File: src/rtl/qic117_pkg.sv
// qic117_pkg: shared constants and FSM state type for the QIC-117 STEP counter
package qic117_pkg;
    localparam int QIC_MAX_CMD         = 48;
    localparam int QIC_TIMEOUT_DEFAULT = 5_000_000;
    typedef enum logic [1:0] {IDLE, COUNTING, REPORT} qic_state_t;
endpackage

File: src/rtl/qic117_step_filter.sv
// qic117_step_filter: synchronizes raw STEP and emits a one-cycle falling-edge pulse; glitch filter under QIC117_STEP_GLITCH_FILTER_EN
module qic117_step_filter #(
    parameter int FILTER_CYCLES = 4
) (
    input  logic clk,
    input  logic reset_n,
    input  logic step_n,
    output logic step_edge
);
    logic r_meta;
    logic r_sync;

    // two-flop synchronizer, idles high so STEP reads inactive out of reset
    always_ff @(posedge clk or negedge reset_n) begin
        if (!reset_n) begin
            r_meta <= 1'b1;
            r_sync <= 1'b1;
        end else begin
            r_meta <= step_n;
            r_sync <= r_meta;
        end
    end

`ifdef QIC117_STEP_GLITCH_FILTER_EN
    localparam int CW = $clog2(FILTER_CYCLES + 1);
    logic          r_level;
    logic [CW-1:0] r_run;
    logic          w_diff;
    logic          w_flip;

    assign w_diff    = r_sync != r_level;
    assign w_flip    = w_diff && (r_run == CW'(FILTER_CYCLES - 1));
    assign step_edge = w_flip && r_level;

    // filtered level only follows the input after FILTER_CYCLES matching samples
    always_ff @(posedge clk or negedge reset_n) begin
        if (!reset_n) begin
            r_level <= 1'b1;
            r_run   <= '0;
        end else begin
            r_level <= w_flip ? ~r_level : r_level;
            r_run   <= (w_diff && !w_flip) ? r_run + 1'b1 : '0;
        end
    end
`else
    logic r_prev;

    assign step_edge = r_prev && !r_sync;

    // previous synchronized sample for falling-edge detection
    always_ff @(posedge clk or negedge reset_n) begin
        if (!reset_n) r_prev <= 1'b1;
        else          r_prev <= r_sync;
    end
`endif
endmodule

File: src/rtl/qic117_step_counter.sv
// qic117_step_counter: counts host STEP pulses into a command code, reported after an idle timeout (filter: QIC117_STEP_GLITCH_FILTER_EN)
module qic117_step_counter
    import qic117_pkg::*;
#(
    parameter int TIMEOUT_CYCLES = QIC_TIMEOUT_DEFAULT,
    parameter int FILTER_CYCLES  = 4
) (
    input  logic       clk,
    input  logic       reset_n,
    input  logic       step_n,
    input  logic       enable,
    output logic [5:0] pulse_count,
    output logic       command_valid,
    output logic       cmd_overflow,
    output logic       busy,
    output logic       step_seen
);
    localparam int TW = (TIMEOUT_CYCLES > 1) ? $clog2(TIMEOUT_CYCLES) : 1;

    qic_state_t r_state;
    qic_state_t w_state_d;
    logic [5:0]    r_count;
    logic [5:0]    w_count_d;
    logic [TW-1:0] r_timer;
    logic [TW-1:0] w_timer_d;
    logic [5:0]    r_pulse_count;
    logic          r_step_seen;
    logic          w_step_edge;
    logic          w_timeout;
    logic          w_load;
    logic          w_report;

    qic117_step_filter #(.FILTER_CYCLES(FILTER_CYCLES)) u_filter (
        .clk       (clk),
        .reset_n   (reset_n),
        .step_n    (step_n),
        .step_edge (w_step_edge)
    );

    assign w_timeout = r_timer == TW'(TIMEOUT_CYCLES - 1);

    // next state: an edge always beats the timeout; enable low aborts from anywhere
    always_comb begin
        w_state_d = r_state;
        w_count_d = r_count;
        w_timer_d = r_timer;
        w_load    = 1'b0;
        if (!enable) begin
            w_state_d = IDLE;
            w_count_d = '0;
            w_timer_d = '0;
        end else begin
            case (r_state)
                IDLE: begin
                    if (w_step_edge) begin
                        w_state_d = COUNTING;
                        w_count_d = 6'd1;
                        w_timer_d = '0;
                    end
                end
                COUNTING: begin
                    if (w_step_edge) begin
                        w_count_d = (r_count == 6'd63) ? r_count : r_count + 1'b1;
                        w_timer_d = '0;
                    end else if (w_timeout) begin
                        w_state_d = REPORT;
                        w_load    = 1'b1;
                    end else begin
                        w_timer_d = r_timer + 1'b1;
                    end
                end
                REPORT: begin
                    w_state_d = IDLE;
                    w_count_d = '0;
                    w_timer_d = '0;
                end
                default: w_state_d = IDLE;
            endcase
        end
    end

    // state, counters, latched result and edge strobe
    always_ff @(posedge clk or negedge reset_n) begin
        if (!reset_n) begin
            r_state       <= IDLE;
            r_count       <= '0;
            r_timer       <= '0;
            r_pulse_count <= '0;
            r_step_seen   <= 1'b0;
        end else begin
            r_state       <= w_state_d;
            r_count       <= w_count_d;
            r_timer       <= w_timer_d;
            r_pulse_count <= w_load ? r_count : r_pulse_count;
            r_step_seen   <= w_step_edge && enable;
        end
    end

    assign w_report      = (r_state == REPORT) && enable;
    assign pulse_count   = r_pulse_count;
    assign command_valid = w_report && (r_pulse_count != 6'd0) && (r_pulse_count <= 6'(QIC_MAX_CMD));
    assign cmd_overflow  = w_report && (r_pulse_count > 6'(QIC_MAX_CMD));
    assign busy          = r_state != IDLE;
    assign step_seen     = r_step_seen;
endmodule

File: config.mk
export PLATFORM = sky130hd
export DESIGN_NAME = qic117_step_counter
export DESIGN_NICKNAME = d
export VERILOG_FILES = /design/src/rtl/qic117_pkg.sv /design/src/rtl/qic117_step_filter.sv /design/src/rtl/qic117_step_counter.sv
export SDC_FILE = /design/constraint.sdc
export NUM_CORES = 1
export LEC_CHECK = 0
export BUFFER_PORTS_ARGS = -buffer_cell sky130_fd_sc_hd__clkbuf_2
export CAP_MARGIN = 5
export CORE_ASPECT_RATIO = 2
export CORE_MARGIN = 1
export CORE_UTILIZATION = 60
export DETAILED_ROUTE_END_ITERATION = 8
export PLACE_DENSITY = 0.82
export REMOVE_ABC_BUFFERS = 1
export SLEW_MARGIN = 25
export SYNTH_ARGS = -nofsm -noshare
export SYNTH_HDL_FRONTEND = slang
export SYNTH_SLANG_ARGS = --single-unit
export TNS_END_PERCENT = 30
File: constraint.sdc
create_clock -name clk -period 2.9 [get_ports clk]
set_clock_uncertainty 0.1 [all_clocks]
set_input_delay 0.435 -clock clk [delete_from_list [all_inputs] [get_ports clk]]
set_output_delay 0.435 -clock clk [all_outputs]
set_load 0.02 [all_outputs]
==> impl_metrics.yaml <==
timing:
  max_freq_mhz: 403
  fin_crit_ns: 2.48
  period_share: 0.856
  tightestPinTransition_ns: 0.890
  max_slew_margin: 0.407
  setup_viol: 0
  hold_viol_final: 0
  setup_tns_ns: 0
  slew_violations: 0
  grt_setup_unrepaired: "no"
yosys:
  yosysSeqAreaShare: 0.444
  syn_area_um2: 2320
  postSynthCellCount: 249
  avgSynthCellArea_um2: 9.31
  ys_ff_latch: 41
  synth_cell_types: 45
  ys_warn_count: 0
cts:
  cts_made_buffers: 5
  cts_tree: "built"
  root_buffer: "clkbuf_8"
  post-cts-setup-buffer-count: 0
  cts.sinks: 41
  ctsLongestPathBuffers: 2
  clock_latency_ns: 0.30
  holdBufCountCts: 0
  clkTransAtPathRegs_ns: 0.08
  cts_resized: 0
  cts-htree-levels: 2
setup_path:
  arrival_ns: 2.57
  worstPathRequired_ns: 2.99
  worstSetupStartpointType: "register"
  timing.rr.end: "pulse_count[3]$_DFFE_PN0P_"
  crit_end: "pulse_count[3]$_DFFE_PN0P_"
  end_kind: "register"
  r2r_cells: 6
  crit_type: "register to register"
  r2r_slack_ns: 0.42
  crit_start: "r_state[1]$_DFFE_PN0P_"
  r2r_start: "r_state[1]$_DFFE_PN0P_"
  critPathMaxFanout: 16
finish:
  num-nets-final: 268
  final_cell_mix: "dfrtp_1 (38), o21ai_0 (30), nand2_1 (27)"
  layout.cells.most_common: "dfrtp_1"
  fillers: 318
  fin_util: 0.689
  drive_above_1_share: 0.170
  instances_no_fill: 308
  syn_to_final_growth_pct: 8.31
  diodes: 0
grt:
  grt_max_degree: 42
  grt_use_total: 0.298
  grt_overflow_total: 0
  antenna_found_initial: 0
  grt_pass1_vias: 1983
  grt_pass1_wl_mm: 9.07
drt:
  dr.pass1.iters: 4
  vias_per_cell: 6.62
  wl_per_cell_um: 17.9
  route.detailed.drc: 0
  ant_nets: 0
  via_count: 2040
  wl_mm: 5.51
  first_iter_violations: 69
floorplanning:
  num_rows: 31
  dieArea_um2: 4130
  core_area_um2: 3650
  io_pins: 14
  die_x_um: 46.0
  die_h_um: 89.9
  start_util: 0.636
placed_design:
  place_congestion: 0.873
  port_buffers: 13
  place_inst: 300
  dp_hpwl_mm: 3.96
flow_run:
  maxCapViolCount: 0
power:
  p_int_uw: 956
  p_sw_frac: 0.324
  p_comb_frac: 0.239
  p_leak_uw: 0.00106
  switching_power_uw: 458
  p_seq_frac: 0.438
  clkPwrFrac: 0.323
  irDropWorstVdd_mv: 0.397
  power_density_nw_per_um2: 563
hold_path:
  hold_path.class: "input port to register"
  min_from: "step_n"
run_status:
  status: "finished clean"
worst min-delay path by stage:
stage                                       to  slack [ns]  cells after the start
floorplan           pulse_count[0]$_DFFE_PN0P_        0.04                      0
finish               u_filter.r_meta$_DFF_PN1_        0.11                      1
detailed placement   u_filter.r_sync$_DFF_PN1_        0.25                      0
global placement     u_filter.r_sync$_DFF_PN1_        0.25                      0
CTS                  u_filter.r_meta$_DFF_PN1_        0.11                      1
global route         u_filter.r_meta$_DFF_PN1_        0.11                      1
routing by layer:
metal | track usage | share of wire | vias to the layer above
met3 | 0.0663 | 0.028 | 18
met5 | 0 | 0 | -
met2 | 0.508 | 0.57 | 59
li1 | - | - | 950
met1 | 0.308 | 0.37 | 1013
met4 | 0.174 | 0.036 | 0
worst max-delay path, cell delays in order (launching register included):
cell and delay (ns):
dfrtp_1 0.40, inv_1 0.13, ha_1 0.30, and2_1 0.32, nand2_2 0.28, nor4_4 0.46, mux2_2 0.40
area by class of cell:
| cell class | instances | area [µm²] | area share |
|---|---|---|---|
| clock inverters | 2 | 38.8 | 0.0154 |
| flip-flops and latches | 41 | 1030 | 0.410 |
| inverters | 6 | 22.5 | 0.00897 |
| well taps | 49 | 61.3 | 0.0244 |
| clock buffers | 6 | 72.6 | 0.0289 |
| multi-input cells | 188 | 1200 | 0.477 |
| repair buffers | 16 | 87.6 | 0.0349 |
power groups by stage:
| stage | clock, µW | combinational (µW) | sequential [µW] |
|---|---|---|---|
| global placement | 0 | 326 | 630 |
| floorplan | 0 | 231 | 621 |
| CTS | 468 | 337 | 619 |
| global route | 490 | 382 | 622 |
| detailed placement | 0 | 335 | 630 |
| finish | 457 | 337 | 619 |
state kept, by name, indices dropped and copies added, names as in the netlist:
name	flops
r_count	6
u_filter.r_sync	1
pulse_count	6
u_filter.r_meta	1
step_seen	1
u_filter.r_prev	1
r_state	2
r_timer	23
stage by stage:
step	hold slack (ns)	setup slack (ns)	total power (µW)	cell area [µm²]
after global placement	0.246	0.524	955	2400
after CTS	0.108	0.423	1420	2510
final	0.110	0.417	1410	2510
after floorplan	0.0394	0.772	853	2250
after global routing	0.107	0.170	1490	2510
after detailed placement	0.255	0.455	965	2400
cell families after synthesis:
logic type	synth area share
AO/OA/AOI/OAI	0.205
adder cells (fa/ha/maj)	0.0324
buffers and inverters	0.0389
flip-flops	0.444
multiplexers	0.0378
AND/OR/NAND/NOR	0.242
synth_stat cells (all sizes together):
cell type	number	area (µm²)
nor4	5	67.6
o21ai	30	150
a21oi	14	70.1
nor2b	1	6.26
o41ai	3	26.3
nor2	14	52.6
mux2	6	67.6
nand4	9	62.6
o31ai	7	52.6
o311ai	3	26.3
a211oi	2	15.0
a21boi	1	7.51
nor4b	3	41.3
nor3	8	45.0
a41oi	2	17.5
o211ai	3	27.5
or2	1	6.26
buf	7	41.3
dfrtp	38	951
or3	2	12.5
clkbuf	7	26.3
and3	2	12.5
ha	6	75.1
and2	4	25.0
a31oi	8	56.3
or4b	1	10.0
and4	1	8.76
mux2i	2	20.0
nand3	15	75.1
nand2	28	108
a221oi	1	8.76
dfstp	3	78.8
inv	6	22.5
nand4b	1	8.76
nand2b	3	18.8
a31o	2	17.5
Note: power is estimated with default switching activity, not from simulation.
